### src/rtl/instruction_fetch_queue.sv
// -----------------------------------------------------------------------------
// instruction_fetch_queue
//
// Fetch front end for the IF/ID barrier. Owns the fetch PC, issues one request
// at a time to a variable-latency instruction memory and buffers returned words
// in a small FIFO whose head is presented to IF/ID.
//
// Ports
//   clk            rising-edge clock
//   resetN         asynchronous reset, active low
//   memReq         fetch request valid (IDLE, room in the queue, no redirect)
//   memAddr        fetch address, held while memReq && !memReady
//   memReady       memory accepts the request this cycle
//   memRespValid   response word valid (in order, at most one outstanding)
//   memRespData    response instruction word
//   isStalled      head entry must not be consumed this cycle
//   redirectValid  one-cycle branch/jump redirect pulse
//   redirectPc     redirect target
//   ifValid        FIFO head valid
//   ifInstruction  head instruction, NOP when empty
//   ifPc           head PC, 0 when empty
//   queueCount     number of occupied FIFO entries
// -----------------------------------------------------------------------------
module instruction_fetch_queue #(
  parameter int unsigned DEPTH    = 4,
  parameter logic [31:0] RESET_PC = 32'h0
) (
  input  logic                    clk,
  input  logic                    resetN,
  output logic                    memReq,
  output logic [31:0]             memAddr,
  input  logic                    memReady,
  input  logic                    memRespValid,
  input  logic [31:0]             memRespData,
  input  logic                    isStalled,
  input  logic                    redirectValid,
  input  logic [31:0]             redirectPc,
  output logic                    ifValid,
  output logic [31:0]             ifInstruction,
  output logic [31:0]             ifPc,
  output logic [$clog2(DEPTH):0]  queueCount
);

  localparam int unsigned        PTR_W      = $clog2(DEPTH);
  localparam logic [31:0]        NOP        = 32'h00000013;
  localparam logic [PTR_W:0]     FULL_COUNT = DEPTH[PTR_W:0];

  typedef enum logic [1:0] {
    IDLE    = 2'd0,
    WAIT    = 2'd1,
    DISCARD = 2'd2
  } state_t;

  state_t             state_q, state_d;
  logic [31:0]        fetch_pc_q, fetch_pc_d;
  logic [31:0]        req_pc_q, req_pc_d;
  logic [PTR_W-1:0]   rd_ptr_q, rd_ptr_d;
  logic [PTR_W-1:0]   wr_ptr_q, wr_ptr_d;
  logic [PTR_W:0]     count_q, count_d;

  logic [31:0]        pc_mem    [DEPTH];
  logic [31:0]        instr_mem [DEPTH];

  logic               not_full;
  logic               fire;
  logic               push;
  logic               pop;

  // Request is gated by resetN so memReq is low for the whole reset period,
  // not only after the first edge.
  assign not_full = (count_q < FULL_COUNT);
  assign memReq   = resetN && (state_q == IDLE) && not_full && !redirectValid;
  assign memAddr  = fetch_pc_q;
  assign fire     = memReq && memReady;

  assign ifValid       = (count_q != '0);
  assign ifInstruction = ifValid ? instr_mem[rd_ptr_q] : NOP;
  assign ifPc          = ifValid ? pc_mem[rd_ptr_q] : 32'h0;
  assign queueCount    = count_q;

  // A redirect suppresses both queue operations in its cycle.
  assign push = (state_q == WAIT) && memRespValid && !redirectValid;
  assign pop  = ifValid && !isStalled && !redirectValid;

  always_comb begin
    state_d    = state_q;
    fetch_pc_d = fetch_pc_q;
    req_pc_d   = req_pc_q;
    rd_ptr_d   = rd_ptr_q;
    wr_ptr_d   = wr_ptr_q;
    count_d    = count_q;

    if (redirectValid) begin
      fetch_pc_d = redirectPc;
      rd_ptr_d   = '0;
      wr_ptr_d   = '0;
      count_d    = '0;
      unique case (state_q)
        IDLE:    state_d = IDLE;
        // The outstanding word belongs to the old path; if it is not here
        // yet it still has to be absorbed before a new request can issue.
        WAIT:    state_d = memRespValid ? IDLE : DISCARD;
        // A word arriving in this very cycle retires the old request, so
        // staying in DISCARD would wait for a response that never comes.
        DISCARD: state_d = memRespValid ? IDLE : DISCARD;
        default: state_d = IDLE;
      endcase
    end else begin
      unique case (state_q)
        IDLE: begin
          if (fire) begin
            req_pc_d   = fetch_pc_q;
            fetch_pc_d = fetch_pc_q + 32'd4;
            state_d    = WAIT;
          end
        end
        WAIT:    if (memRespValid) state_d = IDLE;
        DISCARD: if (memRespValid) state_d = IDLE;
        default: state_d = IDLE;
      endcase

      if (push) wr_ptr_d = wr_ptr_q + PTR_W'(1);
      if (pop)  rd_ptr_d = rd_ptr_q + PTR_W'(1);
      unique case ({push, pop})
        2'b10:   count_d = count_q + (PTR_W+1)'(1);
        2'b01:   count_d = count_q - (PTR_W+1)'(1);
        default: count_d = count_q;
      endcase
    end
  end

  always_ff @(posedge clk or negedge resetN) begin
    if (!resetN) begin
      state_q    <= IDLE;
      fetch_pc_q <= RESET_PC;
      req_pc_q   <= RESET_PC;
      rd_ptr_q   <= '0;
      wr_ptr_q   <= '0;
      count_q    <= '0;
    end else begin
      state_q    <= state_d;
      fetch_pc_q <= fetch_pc_d;
      req_pc_q   <= req_pc_d;
      rd_ptr_q   <= rd_ptr_d;
      wr_ptr_q   <= wr_ptr_d;
      count_q    <= count_d;
    end
  end

  // Storage needs no reset: an entry is only observable while count_q covers it.
  always_ff @(posedge clk) begin
    if (push) begin
      pc_mem[wr_ptr_q]    <= req_pc_q;
      instr_mem[wr_ptr_q] <= memRespData;
    end
  end

endmodule

### config.mk
export PLATFORM = sky130hd
export DESIGN_NAME = instruction_fetch_queue
export DESIGN_NICKNAME = d
export VERILOG_FILES = /design/src/rtl/instruction_fetch_queue.sv
export SDC_FILE = /design/constraint.sdc
export NUM_CORES = 1
export LEC_CHECK = 0
export ABC_AREA = 1
export BUFFER_PORTS_ARGS = -buffer_cell sky130_fd_sc_hd__buf_2
export CAP_MARGIN = 20
export CORE_AREA = 2 2 238 240
export CTS_BUF_LIST = sky130_fd_sc_hd__clkbuf_16
export CTS_CLUSTER_DIAMETER = 40
export DETAILED_ROUTE_END_ITERATION = 8
export DIE_AREA = 0 0 240 242
export PLACE_DENSITY = 0.48
export SETUP_SLACK_MARGIN = 0.1
export SYNTH_ARGS = -nofsm -noshare
export SYNTH_HDL_FRONTEND = slang
export SYNTH_SLANG_ARGS = --single-unit
### constraint.sdc
create_clock -name clk -period 4.6 [get_ports clk]
set_input_delay 0.23 -clock clk [delete_from_list [all_inputs] [get_ports clk]]
set_output_delay 0.23 -clock clk [all_outputs]
set_load 0.03 [all_outputs]
== Word-level counts from Yosys, hierarchy flattened ==
Memories as Yosys holds them, arrays and structs flattened.
Cells that the tools add are included.

* Memories kept: 2
* RAM bits: 256
* Input bits: 70
* Bits in registers: 73
* Output and inout bits: 101

{| class="wikitable"
|+ Memory list
! memory !! depth !! width !! read ports !! clocked after Yosys merged registers in !! wr ports !! RTL line !! source
|-
| instr_mem || 4 || 32 || 1 || 0 || 1 || 62 || <nowiki>logic [31:0] instr_mem [DEPTH];</nowiki>
|-
| pc_mem || 4 || 32 || 1 || 0 || 1 || 61 || <nowiki>logic [31:0] pc_mem [DEPTH];</nowiki>
|}

* Reduce and logical (&&, ||, !) cells: 21
* Add/sub/neg operators: 5
* Muxes and demuxes: 19
* $lt $le $gt $ge: 1
* Eq/ne operators: 6
* Bitwise gates (word level): 1

{| class="wikitable"
|+ Operators by type and width
! kind !! number
|-
| $mux W32 || 5
|-
| $add A32 B3 Y32 const B || 1
|-
| $mux W2 || 9
|-
| $logic_and A1 B1 Y1 || 8
|-
| $reduce_bool A2 Y1 || 4
|-
| $pmux W3 S2 || 1
|-
| $reduce_bool A3 Y1 || 2
|-
| $add A2 B1 Y2 const B || 2
|-
| $eq A2 B1 Y1 const B || 2
|-
| $eq A2 B2 Y1 const B || 2
|-
| $pmux W2 S2 || 1
|-
| $reduce_and A2 Y1 || 2
|-
| $add A3 B1 Y3 const B || 1
|-
| $lt A3 B3 Y1 const B || 1
|-
| $mux W3 || 1
|-
| $ne A3 B1 Y1 const B || 1
|-
| $ne A3 B3 Y1 const B || 1
|-
| $reduce_and A3 Y1 || 1
|-
| $sub A3 B1 Y3 const B || 1
|-
| $logic_not A1 Y1 || 2
|-
| $logic_not A2 Y1 || 1
|-
| $mux W1 || 2
|-
| $reduce_or A2 Y1 || 1
|-
| $not A1 Y1 || 1
|}

== Depth between registers and ports, before layout ==
Gate-level depths: netlist (run 1).

* Depth in word-level cells: 8
* Depth in mapped cells: 12
* Mapped depth without buffers: 11

== Worst setup path before layout (run 1) ==
No wires, ideal clock.

* Path kind: register to register
* Start point: reg state_q[1]
* End point: mem instr_mem[0][0], enable pin
* Slack: 0.382 ns
* Path buffers: 0
* Library setup time: 0.486 ns
* Data arrival time: 3.732 ns
* Stages on the path, launching flop included: 7
* Data required time: 4.114 ns
* Cells stage by stage: dfrtp_1 inv_1 ha_1 inv_1 nor3_1 inv_1 nor2_1

* Longest elaborated chain between the ends: 5

{| class="wikitable"
|+ RTL lines
! what !! RTL line !! source
|-
| start, declared || 54 || <nowiki>state_t state_q, state_d;</nowiki>
|-
| start signal, assigned || 141 || <nowiki>state_q <= state_d;</nowiki>
|-
| $eq A2 B1 Y1 || 82 || <nowiki>assign push = (state_q == WAIT) && memRespValid && !redirectValid;</nowiki>
|-
| $logic_and A1 B1 Y1 (2 in a row) || 82 ||
|-
| $mux W1 || 152 || <nowiki>if (push) begin</nowiki>
|-
| $mux W1 (implied by the code) || 154 || <nowiki>instr_mem[wr_ptr_q] <= memRespData;</nowiki>
|-
| end, declared || 62 ||
|}

Every way passes these cells.

== Worst setup path after layout (run 1) ==
* Start point: reg rd_ptr_q[0]
* End point: out ifPc[24]

* Longest elaborated chain between the ends: 2

{| class="wikitable"
|+ RTL lines
! what !! RTL line !! source
|-
| start, declared || 57 || <nowiki>logic [PTR_W-1:0] rd_ptr_q, rd_ptr_d;</nowiki>
|-
| start signal, assigned || 144 || <nowiki>rd_ptr_q <= rd_ptr_d;</nowiki>
|-
| $mem_v2 Z4 W32 || - ||
|-
| $mux W32 || 78 || <nowiki>assign ifPc = ifValid ? pc_mem[rd_ptr_q] : 32'h0;</nowiki>
|-
| end, declared || 40 || <nowiki>output logic [31:0] ifPc,</nowiki>
|}

Every way passes these cells.

==> metrics.txt, run 1 <==
die area=0.0581 mm^2; CP Data Required Time=4370 ps; vias in the first global route=a little over 10000; post-route ant nets=0; clock tree buffer depth=3; largest net degree at the start of global routing=approximately 110; row cnt=87; pre-CTS setup slack=1780 ps; post_cts resized=0; status=finished clean; Relative slew margins=33.0%; fin crit period=3360 ps; RePlAce Congestion=0.786; post-CTS setup buffers=0; Most common cell on crit path=nor2_1; Clk network pwr share=41.9%; Synth Cell Area=0.0138 mm^2; Crit. End Element=output pin; kind of critical path=register to output pin; CTS Sinks=329; clock root cell=clkbuf_16; WL per Instance=16.9 um; achievable frequency=around 0.3 GHz; Comb pwr share=24.5%; LEAKAGE=7.22 nW; H-Tree Depth=3; initial antenna violation count=0; Design Area, Final=~0.018 mm^2; # fillers=5667; die width=~240 um; storage element area=0.00952 mm^2; #FFs+latches synth=329; Multi-input gate area=about 0.0037 mm^2; Starting Density=24.7%; IO buf count=170; Distinct cells, synth=36; NetSw=4.08 mW; via count=just over 10000; Final WS setup=1240 ps; crit-path max cell delay=770 ps; Min Hold Slack=56.0 ps; diodes inserted=0; # IOs=171; DP HPWL=24.1 mm; Area Growth Syn to Fin=34.1%; RSZ-0062 raised after global routing=no; Initial DRT Pass Iterations=5; worst-path fanout max=83; Slew @ Worst Pin=approximately 1000 ps; dominant synthesized flop cell=edfxtp_1; Seq pwr share=33.6%; TritonCTS clock tree=done; Post-synth EDFFs=256; Internal=7.58 mW; placed cells=2155; Syn Nets=1357; PwrDens=630 mW/mm^2; Period Utilization, post-route=73.0%; Vert. Die Dim=between 200 and 250 um; HP Class=input pin to register; Avg Cell Area, Syn=10.8 um^2; Worst VDD drop=0.217 mV; reg2reg start=state_q[1]; share of cells above drive strength 1=20.5%; Worst Setup Start Kind=register; Net Sw Frac=approximately a third; core area=0.0557 mm^2; Hold Violations, Final=0; Synthesis Warnings=0; final slew viol count=0; dpl cell area=between 0.015 and 0.02 mm^2; GR Util All Layers=roughly 14%; skew final=around 23 ps; Post-Syn Instances=1279; fin cells=2344; vias per inst=4.32; CP Cell Sequence=buf_4 > nor2_1 > nor2_1 > o21ai_0 > a21oi_1 > buf_2; Clk Latency, worst-skew pair=580 ps; post-synthesis sequential area ratio=roughly 69%; # nets final=1614; worst reg2reg setup slack=just over 2000 ps; Hold Crit Start=redirectPc[25]; total of max-cap violations=0; setup violators final=0; Post-Route WL=39.5 mm; Worst-path clk slew=40 ps; Synth async-reset ratio=22.2%; DR iter-0 viols=554; arrival time worst endpoint=3130 ps; Worst setup startpoint=rd_ptr_q[0]; TritonCTS buffer count=68; Fin Setup TNS=0 ps; # DRC=0; first-pass GRT wire length=about 60 mm; CP max stage cell=buf_4; Remaining Overflow, GRT=0
[routing by layer]
metal	wire [um]	track usage (%)	share of wire, %
met2	18600	21.5	47
met1	17800	18.0	45
met4	797	4.57	2.0
met3	2390	4.06	6.0
met5	0	0	0
[power groups by stage]
stage | clock network [mW] | registers, mW | logic, mW
2_1_floorplan | 0 | 3.88 | 1.83
3_3_place_gp | 0 | 3.96 | 2.83
3_5_place_dp | 0 | 3.97 | 2.84
4_1_cts | 5.00 | 3.92 | 2.90
5_1_grt | 5.14 | 3.97 | 3.14
6_report | 4.88 | 3.92 | 2.86
[flip-flops by register name, indices dropped and copies added, names as in the netlist]
| name | cells |
|---|---|
| pc_mem | 128 |
| memAddr | 32 |
| wr_ptr_q | 2 |
| state_q | 2 |
| queueCount | 3 |
| instr_mem | 128 |
| req_pc_q | 32 |
| rd_ptr_q | 2 |
[placed cells by master, fill, tap and decap left out, types with 5 or more instances in the layout]
cell,synthesis,layout
a21oi_1,75,75
buf_12,0,6
buf_2,20,169
buf_4,1,13
bufinv_16,0,8
clkbuf_16,0,71
clkinv_1,1,5
clkinv_2,1,7
clkinv_4,0,8
clkinvlp_4,0,9
dfrtp_1,73,71
dlygate4sd3_1,0,65
edfxtp_1,256,256
ha_1,7,7
inv_1,69,76
inv_2,4,5
inv_6,0,5
nand2_1,149,149
nand3_1,38,38
nand4_1,11,11
nor2_1,300,296
nor2_4,5,9
nor3_1,6,6
o21ai_0,180,180
o22ai_1,6,6
[synth_stat cells (all sizes together) (4+ instances only)]
| master | count | share of area [%] |
|---|---|---|
| nand2 | 153 | 4.2 |
| nor3 | 6 | 0.22 |
| dfrtp | 73 | 13 |
| nand4 | 12 | 0.59 |
| clkbuf | 31 | 0.84 |
| inv | 73 | 2.0 |
| xor2 | 4 | 0.25 |
| edfxtp | 256 | 56 |
| o22ai | 6 | 0.27 |
| a21oi | 75 | 2.7 |
| buf | 35 | 1.4 |
| ha | 7 | 0.64 |
| o21ai | 181 | 6.6 |
| nor2 | 309 | 8.8 |
| nand3 | 40 | 1.5 |
[critical path, delay by kind of cell (launching register included)]
| family | cells | cell delay [ps] |
|---|---|---|
| buf+inv | 2 | 1030 |
| flops | 1 | 760 |
| compound gates | 2 | 420 |
| simple gates | 2 | 210 |
[worst paths after layout]
kind / endpoint / depth (start not counted)
setup / recovery: ifPc[24] / 6
min in group asynchronous: memAddr[30] / 2
max in group asynchronous: rd_ptr_q[0] / 3
hold reg to reg: state_q[1] / 2
setup reg to reg: instr_mem[1][30] / 8
hold / removal: memAddr[25] / 5
[cell type report]
class	count	share of cell area, %
Clock buffer	71	9.61
Clock inverter	51	2.83
Inverter	75	1.54
Multi-Input combinational cell	809	20.2
Sequential cell	329	51.5
Tap cell	756	5.12
Timing Repair Buffer	253	9.27
[stage by stage]
stage / total power [mW] / utilization (%)
6_report: 11.7 / 33.2
4_1_cts: 11.8 / 33.1
2_1_floorplan: 5.71 / -
3_5_place_dp: 6.82 / 27.8
5_1_grt: 12.2 / 33.2
3_3_place_gp: 6.79 / 27.8
[cells by family (layout without fill, tap and decap cells)]
group           after synthesis  in the layout  share of synthesized area (%)
xor+xnor                      5              5                          0.318
simple gates                524            524                           15.5
compound gates              272            272                           10.1
fa+ha+maj                     8              8                          0.780
buf+inv                     141            450                           4.27
flops                       329            329                           69.0
[repair_timing]
action                                  in CTS  in global routing
hold endpoints to repair                   174                  0
hold buffers                                65                  0
endpoints found under the setup margin       0                  0
Note: power is estimated with default switching activity, not from simulation.
==> run 2, diff against run 1 <==
--- a/config.mk
+++ b/config.mk
@@ -13,7 +13,7 @@
 export CTS_CLUSTER_DIAMETER = 40
 export DETAILED_ROUTE_END_ITERATION = 8
 export DIE_AREA = 0 0 240 242
-export PLACE_DENSITY = 0.48
+export PLACE_DENSITY = 0.49
 export SETUP_SLACK_MARGIN = 0.1
 export SYNTH_ARGS = -nofsm -noshare
 export SYNTH_HDL_FRONTEND = slang
==> constraint.sdc (replaced) <==
create_clock -name clk -period 3 [get_ports clk]
set_input_delay 0.15 -clock clk [delete_from_list [all_inputs] [get_ports clk]]
set_output_delay 0.15 -clock clk [all_outputs]
set_load 0.03 [all_outputs]
==> metrics.txt, run 2 (synthesis results as in run 1) <==
Hold Violations, Final=0 (unchanged); total of max-cap violations=0 (unchanged); LEAKAGE=6.87 nW (-4.9%); H-Tree Depth=2 (-1); fin crit period=2600 ps; arrival time worst endpoint=2450 ps (-680 ps); die area=0.0581 mm^2 (unchanged); share of cells above drive strength 1=18.9% (-1.6 points); IO buf count=170 (unchanged); PwrDens=886 mW/mm^2 (+41%); final slew viol count=0 (unchanged); RePlAce Congestion=0.805 (+2.4%); Slew @ Worst Pin=639 ps (-366 ps); # IOs=171 (unchanged); Comb pwr share=28.8% (+4.3 points); Design Area, Final=0.0177 mm^2 (-4.0%); DR iter-0 viols=824 (+49%); first-pass GRT wire length=59.0 mm (-2.3%); status=finished clean; clock tree buffer depth=3 (unchanged); Period Utilization, post-route=86.8%; dpl cell area=0.0156 mm^2 (+0.60%); CP max stage cell=dfrtp_4; Seq pwr share=37.9% (+4.3 points); TritonCTS buffer count=45 (-34%); CTS Sinks=329 (unchanged); Post-Route WL=38.6 mm (-2.4%); Top Registers=instr_mem: 128 flops, pc_mem: 128 flops; Clk Latency, worst-skew pair=540 ps (-40 ps); via count=9915 (-2.2%); WL per Instance=16.7 um (-1.0%); Initial DRT Pass Iterations=5 (unchanged); Clk network pwr share=33.3% (-8.6 points); HP Class=input pin to register; Starting Density=24.7% (unchanged); worst-path fanout max=34 (-59%); CP Data Required Time=2850 ps (-1520 ps); TritonCTS clock tree=done; GR Util All Layers=13.2% (-0.53 points); achievable frequency=0.384 GHz; NetSw=5.92 mW (+45%); core area=0.0557 mm^2 (unchanged); # fillers=5730 (+1.1%); post-route ant nets=0 (unchanged); setup violators final=0 (unchanged); Final Core Density=31.8% (-1.3 points); Worst Setup Start Kind=register; # DRC=0 (unchanged); storage element area=0.00952 mm^2 (about the same); pre-CTS setup slack=802 ps (-976 ps); vias in the first global route=9784 (-3.7%); CP Cell Sequence=inv_4 > buf_4 > o21ai_0 > a21oi_1 > buf_2; DP HPWL=24.2 mm (+0.34%); most common cell after layout, fill and taps aside=nor2_1; Vert. Die Dim=242 um (unchanged); Internal=9.80 mW (+29%); die width=240 um (unchanged); Multi-input gate area=0.00373 mm^2 (unchanged); Worst VDD drop=0.485 mV (+120%); clock root cell=clkbuf_16; vias per inst=4.29 (-0.72%); kind of critical path=register to output pin; # nets final=1599 (-0.93%); most used cells in the layout excluding fill and tap cells=296 x nor2_1, 256 x edfxtp_1, 180 x o21ai_0; initial antenna violation count=1 (+1); largest net degree at the start of global routing=92 (-16%); Area Growth Syn to Fin=28.7%; crit-path max cell delay=510 ps (-260 ps); skew final=18.7 ps (-4.57 ps); Relative slew margins=57.4% (+24 points); Worst-path clk slew=60 ps (+20 ps); Overall Power=15.7 mW (+35%); RSZ-0062 raised after global routing=no; Net Sw Frac=37.7% (+2.7 points); Crit. End Element=output pin; Final WS setup=396 ps (-845 ps); row cnt=87 (unchanged); post-CTS setup buffers=0 (unchanged); Remaining Overflow, GRT=0 (unchanged)
-- run 2: cell count changes in the layout (fill, tap and decap cells not counted), sizes merged --
cell / before / now
diode: 0 / 1
bufinv: 8 / 4
buf: 188 / 193
clkbuf: 71 / 46
clkinv: 20 / 8
inv: 89 / 93
dlygate4sd3: 65 / 68
clkinvlp: 9 / 3
-- run 2: repair_timing --
item,4_1_cts,5_1_grt
hold buffers,68,0
hold endpoints to repair,238,0
resized for setup,0,0
-- run 2: area by class of cell --
cell class	instances	area share, %
sequential	329	53.7
multi-input combinational	809	21.0
timing repair buffer	261	10.1
clock buffer	46	6.49
tap	756	5.33
clock inverter	33	1.79
inverter	75	1.61
antenna	1	0.0141
-- run 2: stage by stage --
stage | hold slack, ps | setup TNS, ps | cells
2_1_floorplan | -146 | -47850 | 1279
3_3_place_gp | 285 | 0 | 2162
3_5_place_dp | 288 | 0 | 2162
4_1_cts | 41.8 | 0 | 2309
5_1_grt | 92.6 | 0 | 2309
6_report | 76.4 | 0 | 2310
-- run 2: routing by layer --
layer | share of wire [%] | GRT usage, %
met1 | 47 | 18.3
met2 | 47 | 21.2
met3 | 4.9 | 2.43
met4 | 1.7 | 2.96
met5 | 0 | 0
-- run 2: path summary, 6_finish.rpt --
kind | from | cells after the start | end | slack, ps
hold / removal | redirectValid | 4 | queueCount[2] | 80
setup / recovery | rd_ptr_q[0] | 5 | ifInstruction[9] | 400
setup reg to reg | state_q[1] | 7 | instr_mem[3][23] | 770
max in group asynchronous | resetN | 3 | rd_ptr_q[0] | 2150
min in group asynchronous | resetN | 3 | memAddr[5] | 240
hold reg to reg | state_q[1] | 2 | state_q[1] | 500
-- run 2: worst max-delay path, delay by kind of cell (launching register included) --
kind	cells	cell delay (ps)
flip-flops	1	510
buffers and inverters	3	920
AO/OA/AOI/OAI	2	470
-- run 2: power by group through the flow --
| stage | Sequential, mW | Combinational (mW) | Clock (mW) |
|---|---|---|---|
| after floorplan | 5.95 | 2.81 | 0 |
| final | 5.96 | 4.53 | 5.24 |
| after global routing | 6.03 | 4.97 | 5.56 |
| after CTS | 5.96 | 4.68 | 5.35 |
| after detailed placement | 6.05 | 4.60 | 0 |
| after global placement | 6.03 | 4.58 | 0 |
==> run 3, diff against run 2 <==
--- a/config.mk
+++ b/config.mk
@@ -6,7 +6,7 @@
 export NUM_CORES = 1
 export LEC_CHECK = 0
 export ABC_AREA = 1
-export BUFFER_PORTS_ARGS = -buffer_cell sky130_fd_sc_hd__buf_2
+export BUFFER_PORTS_ARGS = -buffer_cell sky130_fd_sc_hd__clkbuf_2
 export CAP_MARGIN = 20
 export CORE_AREA = 2 2 238 240
 export CTS_BUF_LIST = sky130_fd_sc_hd__clkbuf_16
@@ -14,6 +14,7 @@
 export DETAILED_ROUTE_END_ITERATION = 8
 export DIE_AREA = 0 0 240 242
 export PLACE_DENSITY = 0.49
+export RECOVER_POWER = 25
 export SETUP_SLACK_MARGIN = 0.1
 export SYNTH_ARGS = -nofsm -noshare
 export SYNTH_HDL_FRONTEND = slang
==> metrics.txt, run 3 (synthesis results as in run 1) <==
TritonCTS buffer count=53 (+18%); Slew @ Worst Pin=646 ps (+7.02 ps); Final Core Density=32.4% (+0.59 points); most used cells in the layout excluding fill and tap cells=296 x nor2_1, 256 x edfxtp_1, 180 x o21ai_0; largest net degree at the start of global routing=87 (-5.4%); Relative slew margins=56.9% (-0.47 points); die area=0.0581 mm^2 (unchanged); CTS Sinks=329 (unchanged); achievable frequency=0.367 GHz (-4.4%); RSZ-0062 raised after global routing=yes; Starting Density=24.7% (unchanged); first-pass GRT wire length=58.0 mm (-1.6%); post-route ant nets=0 (unchanged); diodes inserted=0 (-1); # IOs=171 (unchanged); Multi-input gate area=0.00373 mm^2 (unchanged); fin cells=2331 (+0.91%); WL per Instance=16.4 um (-1.6%); Post-Route WL=38.3 mm (-0.75%); most common cell after layout, fill and taps aside=nor2_1; Crit. End Element=output pin; IO buf count=170 (unchanged); Initial DRT Pass Iterations=4 (-1); row cnt=87 (unchanged); Met1 Routed Length=17.6 mm (-2.4%); LEAKAGE=6.95 nW (+1.3%); Remaining Overflow, GRT=0 (unchanged); worst-path fanout max=34 (unchanged); CP Data Required Time=2850 ps (about the same); WHS Path Cells=3 (-1); DP HPWL=23.2 mm (-4.1%); setup violators final=0 (unchanged); Top Registers=instr_mem: 128 flops, pc_mem: 128 flops; die width=240 um (unchanged); reg2reg start=state_q[1]; PwrDens=915 mW/mm^2 (+3.2%); Worst Setup Start Kind=register; RePlAce Congestion=0.842 (+4.5%); worst reg2reg setup slack=710 ps (-60 ps); Worst-path clk slew=50 ps (about the same); max layer used=met4; fin crit period=2730 ps (+121 ps); total of max-cap violations=0 (unchanged); Vert. Die Dim=242 um (unchanged); Critical R2R Capture=instr_mem[1][21]; Period Utilization, post-route=90.9% (+4.0 points); HP Class=input pin to register; arrival time worst endpoint=2580 ps (+130 ps); WL met3=2.10 mm (+11%); storage element area=0.00952 mm^2 (unchanged); vias per inst=4.30 (+0.17%); TritonCTS clock tree=done; skew final=25.6 ps (+6.96 ps); core area=0.0557 mm^2 (unchanged); Hold Violations, Final=0 (unchanged); vias in the first global route=9763 (-0.21%); # fillers=5751 (+0.37%); # nets final=1610 (+0.69%); Worst VDD drop=0.409 mV (-16%); clock tree buffer depth=3 (unchanged); initial antenna violation count=1 (unchanged); # DRC=0 (unchanged); share of cells above drive strength 1=17.6% (-1.3 points); via count=10000 (+1.1%); GR Util All Layers=13.1% (-0.084 points); Hold Path End=req_pc_q[28]; final slew viol count=0 (unchanged); clock root cell=clkbuf_16; Clk Latency, worst-skew pair=590 ps (+50 ps); status=finished clean; placed cells=2163 (+0.046%); H-Tree Depth=2 (unchanged); kind of critical path=register to output pin; Area Growth Syn to Fin=31.0%; Reg2Reg Depth=7 (unchanged); met2 wire len=17.7 mm (-1.7%); DR iter-0 viols=455 (-45%); Hold Crit Start=memReady
==> run 3: worst max-delay path by stage <==
stage,from,to,slack (ps),depth (start not counted)
after floorplan,state_q[1],instr_mem[0][0],-190,6
after global placement,rd_ptr_q[0],ifInstruction[1],720,5
after detailed placement,state_q[1],instr_mem[1][29],710,7
after CTS,rd_ptr_q[0],ifInstruction[23],120,7
after global routing,rd_ptr_q[0],ifInstruction[18],80,7
final,rd_ptr_q[0],ifInstruction[4],270,5
==> run 3: cell type report <==
cell class / count / area share [%]
Tap cell: 756 / 5.23
Clock inverter: 45 / 2.55
Timing Repair Buffer: 264 / 9.98
Clock buffer: 53 / 7.34
Multi-Input combinational cell: 809 / 20.6
Inverter: 75 / 1.59
Sequential cell: 329 / 52.7
==> run 3: stage by stage <==
| step | worst slack (ps) | power, mW | instance area (um^2) | hold slack [ps] | TNS (ps) |
|---|---|---|---|---|---|
| after floorplan | -187 | 8.76 | 13800 | -146 | -47850 |
| after global placement | 725 | 10.6 | 15600 | 300 | 0 |
| after detailed placement | 707 | 10.6 | 15600 | 299 | 0 |
| after CTS | 117 | 16.8 | 18100 | 21.0 | 0 |
| after global routing | 80.3 | 17.4 | 18100 | 65.5 | 0 |
| final | 274 | 16.5 | 18100 | 59.9 | 0 |
==> run 3: critical path, stage by stage, from the launching register on <==
cell and delay [ps]:
dfrtp_4 620, inv_6 280, buf_4 400, nor2_1 80, o311ai_0 330, clkbuf_2 280
==> run 3: where the power goes <==
part	internal, mW	switching (mW)
logic	1.20	3.34
registers	5.46	0.511
clock network	3.72	2.30
total	10.4	6.16
==> run 3: metal layers <==
| metal | track usage [%] | vias to the layer above |
|---|---|---|
| met5 | 0 | - |
| met4 | 4.37 | 0 |
| met3 | 3.09 | 58 |
| met2 | 20.7 | 248 |
| met1 | 17.5 | 4800 |
| li1 | - | 4916 |
==> run 3: what timing repair did <==
action | 4_1_cts | 5_1_grt
setup buffers | 0 | 1
hold endpoints to repair | 238 | 0
gates resized for setup | 1 | 1
hold buffers | 69 | 0
endpoints found under the setup margin | 7 | 20
